## src/rtl/cmd_time_scheduler.sv

```systemverilog
// -----------------------------------------------------------------------------
// cmd_time_scheduler
//
// Scans the command registry one address at a time. For each slot it fetches
// the 338-bit entry and compares its TIME_START with SYS_TIME. A slot that has
// come due is offered to the pulse controller over CMD_VALID/CMD_READY. After
// the consumer accepts it, the block asks the writer side to erase the slot
// over CLR_REQ/CLR_ACK, and then the scan continues at the next address.
//
// Optional feature: define SCHED_LATE_DROP_EN to drop entries that are more
// than LATE_WIN ticks overdue. A dropped entry goes straight to the erase step
// without being issued.
//
// Ports
//   CLK, rst_n            clock; asynchronous active-low reset
//   EN                    scan enable
//   SYS_TIME[63:0]        running system time, unsigned
//   RD_EN, RD_ADDR, RD_Q  registry read port (data valid one cycle after RD_EN)
//   CMD_VALID/READY       command handshake; CMD_DATA/CMD_ADDR = entry and slot
//   CLR_REQ/ACK, CLR_ADDR slot-erase handshake towards the writer
//   BUSY                  FSM is not idle
//   ISSUE_CNT[15:0]       issued commands, saturating
//   LATE_DROP             one-cycle pulse per dropped late entry
//   DROP_CNT[15:0]        dropped entries, saturating
// -----------------------------------------------------------------------------
module cmd_time_scheduler #(
  parameter int N_IDX    = 256,
  parameter int AW       = 8,
  parameter int W        = 338,
  parameter int LATE_WIN = 1000
) (
  input  logic          CLK,
  input  logic          rst_n,
  input  logic          EN,
  input  logic [63:0]   SYS_TIME,
  output logic          RD_EN,
  output logic [AW-1:0] RD_ADDR,
  input  logic [W-1:0]  RD_Q,
  output logic          CMD_VALID,
  input  logic          CMD_READY,
  output logic [W-1:0]  CMD_DATA,
  output logic [AW-1:0] CMD_ADDR,
  output logic          CLR_REQ,
  output logic [AW-1:0] CLR_ADDR,
  input  logic          CLR_ACK,
  output logic          BUSY,
  output logic [15:0]   ISSUE_CNT,
  output logic          LATE_DROP,
  output logic [15:0]   DROP_CNT
);

  typedef enum logic [2:0] {
    S_IDLE  = 3'd0,
    S_READ  = 3'd1,
    S_CHECK = 3'd2,
    S_ISSUE = 3'd3,
    S_CLEAR = 3'd4
  } state_t;

  localparam logic [63:0] EMPTY_TIME = 64'hFFFF_FFFF_FFFF_FFFF;

  state_t        state_q, state_d;
  logic [AW-1:0] addr_q, addr_d;
  logic [W-1:0]  cmd_data_q, cmd_data_d;
  logic [AW-1:0] cmd_addr_q, cmd_addr_d;
  logic [15:0]   issue_cnt_q, issue_cnt_d;
  logic [15:0]   drop_cnt_q, drop_cnt_d;
  logic          late_drop;

  logic [63:0]   time_start;
  logic          due;
  logic          late;
  logic [AW-1:0] addr_next;

  // TIME_START occupies the top 64 bits of the entry.
  assign time_start = RD_Q[W-1 -: 64];
  assign due        = (time_start != EMPTY_TIME) && (time_start <= SYS_TIME);

`ifdef SCHED_LATE_DROP_EN
  // The subtraction is only meaningful when due, so it never underflows.
  assign late = due && ((SYS_TIME - time_start) > 64'(LATE_WIN));
`else
  logic unused_late_win;
  assign late            = 1'b0;
  assign unused_late_win = ^64'(LATE_WIN);
`endif

  // Wrap explicitly so N_IDX need not be a power of two.
  assign addr_next = (addr_q == AW'(N_IDX - 1)) ? '0 : addr_q + 1'b1;

  always_comb begin
    state_d     = state_q;
    addr_d      = addr_q;
    cmd_data_d  = cmd_data_q;
    cmd_addr_d  = cmd_addr_q;
    issue_cnt_d = issue_cnt_q;
    drop_cnt_d  = drop_cnt_q;
    late_drop   = 1'b0;

    case (state_q)
      S_IDLE: begin
        if (EN) state_d = S_READ;
      end

      S_READ: begin
        state_d = S_CHECK;
      end

      S_CHECK: begin
        if (due) begin
          // Latched even for a dropped entry so CLR_ADDR points at the slot.
          cmd_data_d = RD_Q;
          cmd_addr_d = addr_q;
          if (late) begin
            late_drop = 1'b1;
            if (drop_cnt_q != 16'hFFFF) drop_cnt_d = drop_cnt_q + 16'd1;
            state_d = S_CLEAR;
          end else begin
            state_d = S_ISSUE;
          end
        end else begin
          addr_d  = addr_next;
          state_d = EN ? S_READ : S_IDLE;
        end
      end

      S_ISSUE: begin
        if (CMD_READY) begin
          if (issue_cnt_q != 16'hFFFF) issue_cnt_d = issue_cnt_q + 16'd1;
          state_d = S_CLEAR;
        end
      end

      S_CLEAR: begin
        if (CLR_ACK) begin
          addr_d  = addr_next;
          state_d = EN ? S_READ : S_IDLE;
        end
      end

      default: begin
        state_d = S_IDLE;
      end
    endcase
  end

  always_ff @(posedge CLK or negedge rst_n) begin
    if (!rst_n) begin
      state_q     <= S_IDLE;
      addr_q      <= '0;
      cmd_data_q  <= '0;
      cmd_addr_q  <= '0;
      issue_cnt_q <= '0;
      drop_cnt_q  <= '0;
    end else begin
      state_q     <= state_d;
      addr_q      <= addr_d;
      cmd_data_q  <= cmd_data_d;
      cmd_addr_q  <= cmd_addr_d;
      issue_cnt_q <= issue_cnt_d;
      drop_cnt_q  <= drop_cnt_d;
    end
  end

  // Handshake outputs decode straight from the state register, so they drop
  // as soon as reset forces the FSM back to IDLE.
  assign RD_EN     = (state_q == S_READ);
  assign RD_ADDR   = addr_q;
  assign CMD_VALID = (state_q == S_ISSUE);
  assign CMD_DATA  = cmd_data_q;
  assign CMD_ADDR  = cmd_addr_q;
  assign CLR_REQ   = (state_q == S_CLEAR);
  assign CLR_ADDR  = cmd_addr_q;
  assign BUSY      = (state_q != S_IDLE);
  assign ISSUE_CNT = issue_cnt_q;

`ifdef SCHED_LATE_DROP_EN
  assign LATE_DROP = late_drop;
  assign DROP_CNT  = drop_cnt_q;
`else
  logic unused_drop;
  assign LATE_DROP   = 1'b0;
  assign DROP_CNT    = 16'd0;
  assign unused_drop = late_drop ^ (^drop_cnt_q);
`endif

endmodule

```

## config.mk

```make
export PLATFORM = sky130hd
export DESIGN_NAME = cmd_time_scheduler
export DESIGN_NICKNAME = d
export VERILOG_FILES = /design/src/rtl/cmd_time_scheduler.sv
export SDC_FILE = /design/constraint.sdc
export NUM_CORES = 1
export LEC_CHECK = 0
export ABC_CLOCK_PERIOD_IN_PS = 3500
export BUFFER_PORTS_ARGS = -buffer_cell sky130_fd_sc_hd__buf_2
export CORE_AREA = 2 2 318 320
export DETAILED_ROUTE_END_ITERATION = 10
export DIE_AREA = 0 0 320 322
export PLACE_DENSITY_LB_ADDON = 0.05
export SLEW_MARGIN = 20
export SYNTH_ARGS = -nofsm -noshare
export SYNTH_HDL_FRONTEND = slang
export SYNTH_SLANG_ARGS = --single-unit
```

## constraint.sdc

```tcl
create_clock -name CLK -period 3.5 [get_ports CLK]
set_input_delay 0 -clock CLK [delete_from_list [all_inputs] [get_ports CLK]]
set_output_delay 0 -clock CLK [all_outputs]
set_load 0.01 [all_outputs]
```

==> flow_metrics.env <==
export IMPL_outcome="complete, no violations"
export IMPL_cp_required_ns=3.99
export IMPL_cts_made_buffers=51
export IMPL_crit_fanout=39
export IMPL_clock_latency_ns=0.62
export IMPL_antenna_found_initial=6
export IMPL_grt_pass1_vias=15150
export IMPL_rows=116
export IMPL_p_leak_uw=0.01305
export IMPL_drc=0
export IMPL_yosysWarningCount=0
export IMPL_grt_pass1_wl_um=100300
export IMPL_peakVddDrop_mv=0.3619
export IMPL_rsz0062_at_grt="false"
export IMPL_netlist_instances=1133
export IMPL_fp_dieW_um=320
export IMPL_setup_tns_ns=0
export IMPL_maxSlewViolCount=0
export IMPL_power_density_nw_per_um2=803.7
export IMPL_cts_tree="built"
export IMPL_grt_max_degree=91
export IMPL_ff2ff_setup_slack_ns=0.69
export IMPL_period_minus_slack_ns=3.206
export IMPL_drt_first_pass_iters=4
export IMPL_avgSynthCellArea_um2=14.18
export IMPL_dieArea_um2=103000
export IMPL_ant_nets=0
export IMPL_cts_clk_slew_worst_paths_ns=0.06
export IMPL_ys_seq_area_share_pct=58.11
export IMPL_yosys_register_bits=373
export IMPL_fin_ws_ns=0.2939
export IMPL_synth_edf_count=0
export IMPL_fmax_mhz=311.9
export IMPL_placed_cell_area_um2=21670
export IMPL_slew_headroom_pct=40.29
export IMPL_coreArea_um2=99570
export IMPL_drv_cap=0
export IMPL_dp_hpwl_um=54970
export IMPL_ios=806
export IMPL_fin_nets=2772
export IMPL_period_share_pct=91.60
export IMPL_utilization_pct=27.01
export IMPL_ys_flop_type="dfrtp_1"
export IMPL_wl_um=69580
export IMPL_post_drt_via_cell_ratio=3.697
export IMPL_area_delta_synth_final_pct=67.42
export IMPL_cp_start_kind="input port"
export IMPL_cts_root_buf="clkbuf_16"
export IMPL_die_y_um=322
export IMPL_gp_congestion=0.7817
export IMPL_path_class="in -> reg"
export IMPL_globalRouteTotalUtil_pct=13.16
export IMPL_skew_ns=0.01607
export IMPL_worstMarginPinSlew_ns=0.8956
export IMPL_cp_end_kind="register"
export IMPL_synthDistinctLibCells=41
export IMPL_fillers=10640
export IMPL_finalSetupViolCount=0
export IMPL_whs_ns=0.01479
export IMPL_vias=13450
export IMPL_async_reset_ff_share_pct=100.0
export IMPL_wl_per_cell_um=19.13
export IMPL_overflow=0
export IMPL_drive_above_1_share_pct=52.31
export IMPL_cp_data_arrival_time_ns=3.69
export IMPL_finalHoldViolations=0
export IMPL_synthesis_area_um2=16060
export IMPL_synthTopCellsByArea="dfrtp_1 (58%), mux2_2 (22%), ha_1 (5.1%)"
export IMPL_final_cell_area_um2=26890
export IMPL_drt_initial_drc_count=337
export IMPL_yosys_area_top_type="dfrtp_1"
export IMPL_initial_utilization_pct=16.13
export IMPL_hold_class="in -> async"
export IMPL_place_ws_ns=0.3727
export IMPL_clockBufferDepth=3
export IMPL_io_buffers=788
export IMPL_clock_sinks=373
export IMPL_cts_setup_buffers=0
export IMPL_synth_top_area_share_pct=58.11
export IMPL_h_tree_depth=2
cell type report:
cell class	count	area [µm²]	area share (%)
Sequential cell	373	9334	34.71
Timing Repair Buffer	1162	7818	29.07
Multi-Input combinational cell	643	6082	22.62
Tap cell	1298	1624	6.039
Clock buffer	69	1434	5.332
Clock inverter	19	331.6	1.233
Inverter	68	255.2	0.9491
Antenna cell	6	15.01	0.05583
sequential cells by signal, summed over array words and instances (netlist names):
| signal | cells |
|---|---|
| CMD_DATA | 338 |
| ISSUE_CNT | 16 |
| RD_ADDR | 8 |
| state_q | 3 |
| CLR_ADDR | 8 |
cells in the final DEF, fill, tap and decap left out, drive strengths merged, types with 2 or more instances in the layout:
cell | synthesis | final
a21o | 2 | 2
a21oi | 30 | 30
a221oi | 2 | 2
a31oi | 3 | 3
a32o | 2 | 2
and3 | 5 | 5
and4 | 7 | 7
buf | 65 | 820
bufinv | 0 | 8
clkbuf | 0 | 69
clkinv | 0 | 4
clkinvlp | 0 | 3
conb | 1 | 17
dfrtp | 373 | 373
diode | 0 | 6
dlygate4sd3 | 0 | 342
ha | 66 | 66
inv | 68 | 72
mux2 | 348 | 348
nand2 | 36 | 36
nand2b | 2 | 2
nand3 | 18 | 18
nand3b | 2 | 2
nand4 | 33 | 33
nor2 | 10 | 10
nor2b | 4 | 4
nor3 | 4 | 4
nor3b | 3 | 3
nor4 | 7 | 7
o211ai | 4 | 4
o21a | 2 | 2
o21ai | 11 | 11
xnor2 | 11 | 11
xor2 | 6 | 6
routing by layer:
metal  wire length [µm]  up-vias  GRT usage, %
li1                   -     6320             -
met1              24650     6572         13.43
met2              37050      443         24.43
met3               5018      113         4.062
met4               2864        0         6.041
met5                  0        -             0
what timing repair did:
action,4_1_cts,5_1_grt
endpoints found under the setup margin,0,1
resized for setup,0,2
endpoints found under the hold margin,427,0
hold buffers,342,0
power breakdown:
part | internal [µW] | switching (µW)
clock | 3450 | 2160
combinational | 4250 | 4200
sequential | 6440 | 1120
critical path: stages:
cell	delay (ns)
dlygate4sd3_1	0.53
buf_2	0.14
ha_1	0.31
nand4_1	0.27
nor4_4	0.44
nand4_1	0.18
nand3b_1	0.25
a31oi_4	0.33
buf_12	0.32
buf_4	0.25
o211ai_1	0.10
dlygate4sd3_1	0.56
path summary, 6_finish.rpt:
check,depth (start not counted),endpoint,start
hold / removal,2,CMD_DATA[103],rst_n
max in group asynchronous,4,CMD_DATA[295],rst_n
setup / recovery,12,state_q[0],RD_Q[336]
setup reg to reg,9,state_q[0],state_q[1]
min in group CLK,3,CMD_DATA[17],RD_Q[17]
hold reg to reg,2,CMD_DATA[274],CMD_DATA[274]
logic make-up (layout without fill, tap and decap cells):
logic type,after synthesis,count (layout),share of synthesized area (%)
compound gates,61,61,2.352
xor+xnor,17,17,0.9269
fa+ha+maj,66,66,5.141
buf+inv,133,1318,4.494
flops,373,373,58.11
mux,348,348,24.40
other cells,1,23,0.02335
simple gates,134,134,4.557
metrics by stage:
stage / std cells / power [µW]
6_report: 3638 / 21610
5_1_grt: 3638 / 23040
4_1_cts: 3632 / 22210
3_5_place_dp: 3202 / 16040
3_3_place_gp: 3202 / 15970
2_1_floorplan: 1149 / 11810
synth_stat cells, types with 2 or more instances:
cell and n:
a21o_1 2, a21oi_1 30, a221oi_1 2, a31oi_1 2, a32o_1 2, and3_1 5
and4_1 7, buf_2 7, buf_4 57, dfrtp_1 373, ha_1 66, inv_1 68
mux2_1 30, mux2_2 318, nand2_1 36, nand2b_1 2, nand3_1 18, nand3b_1 2
nand4_1 33, nor2_1 10, nor2b_1 4, nor3_1 4, nor3b_1 3, nor4_1 6
o211ai_1 4, o21a_1 2, o21ai_0 11, xnor2_1 11, xor2_1 6
Note: power is estimated with default switching activity, not from simulation.
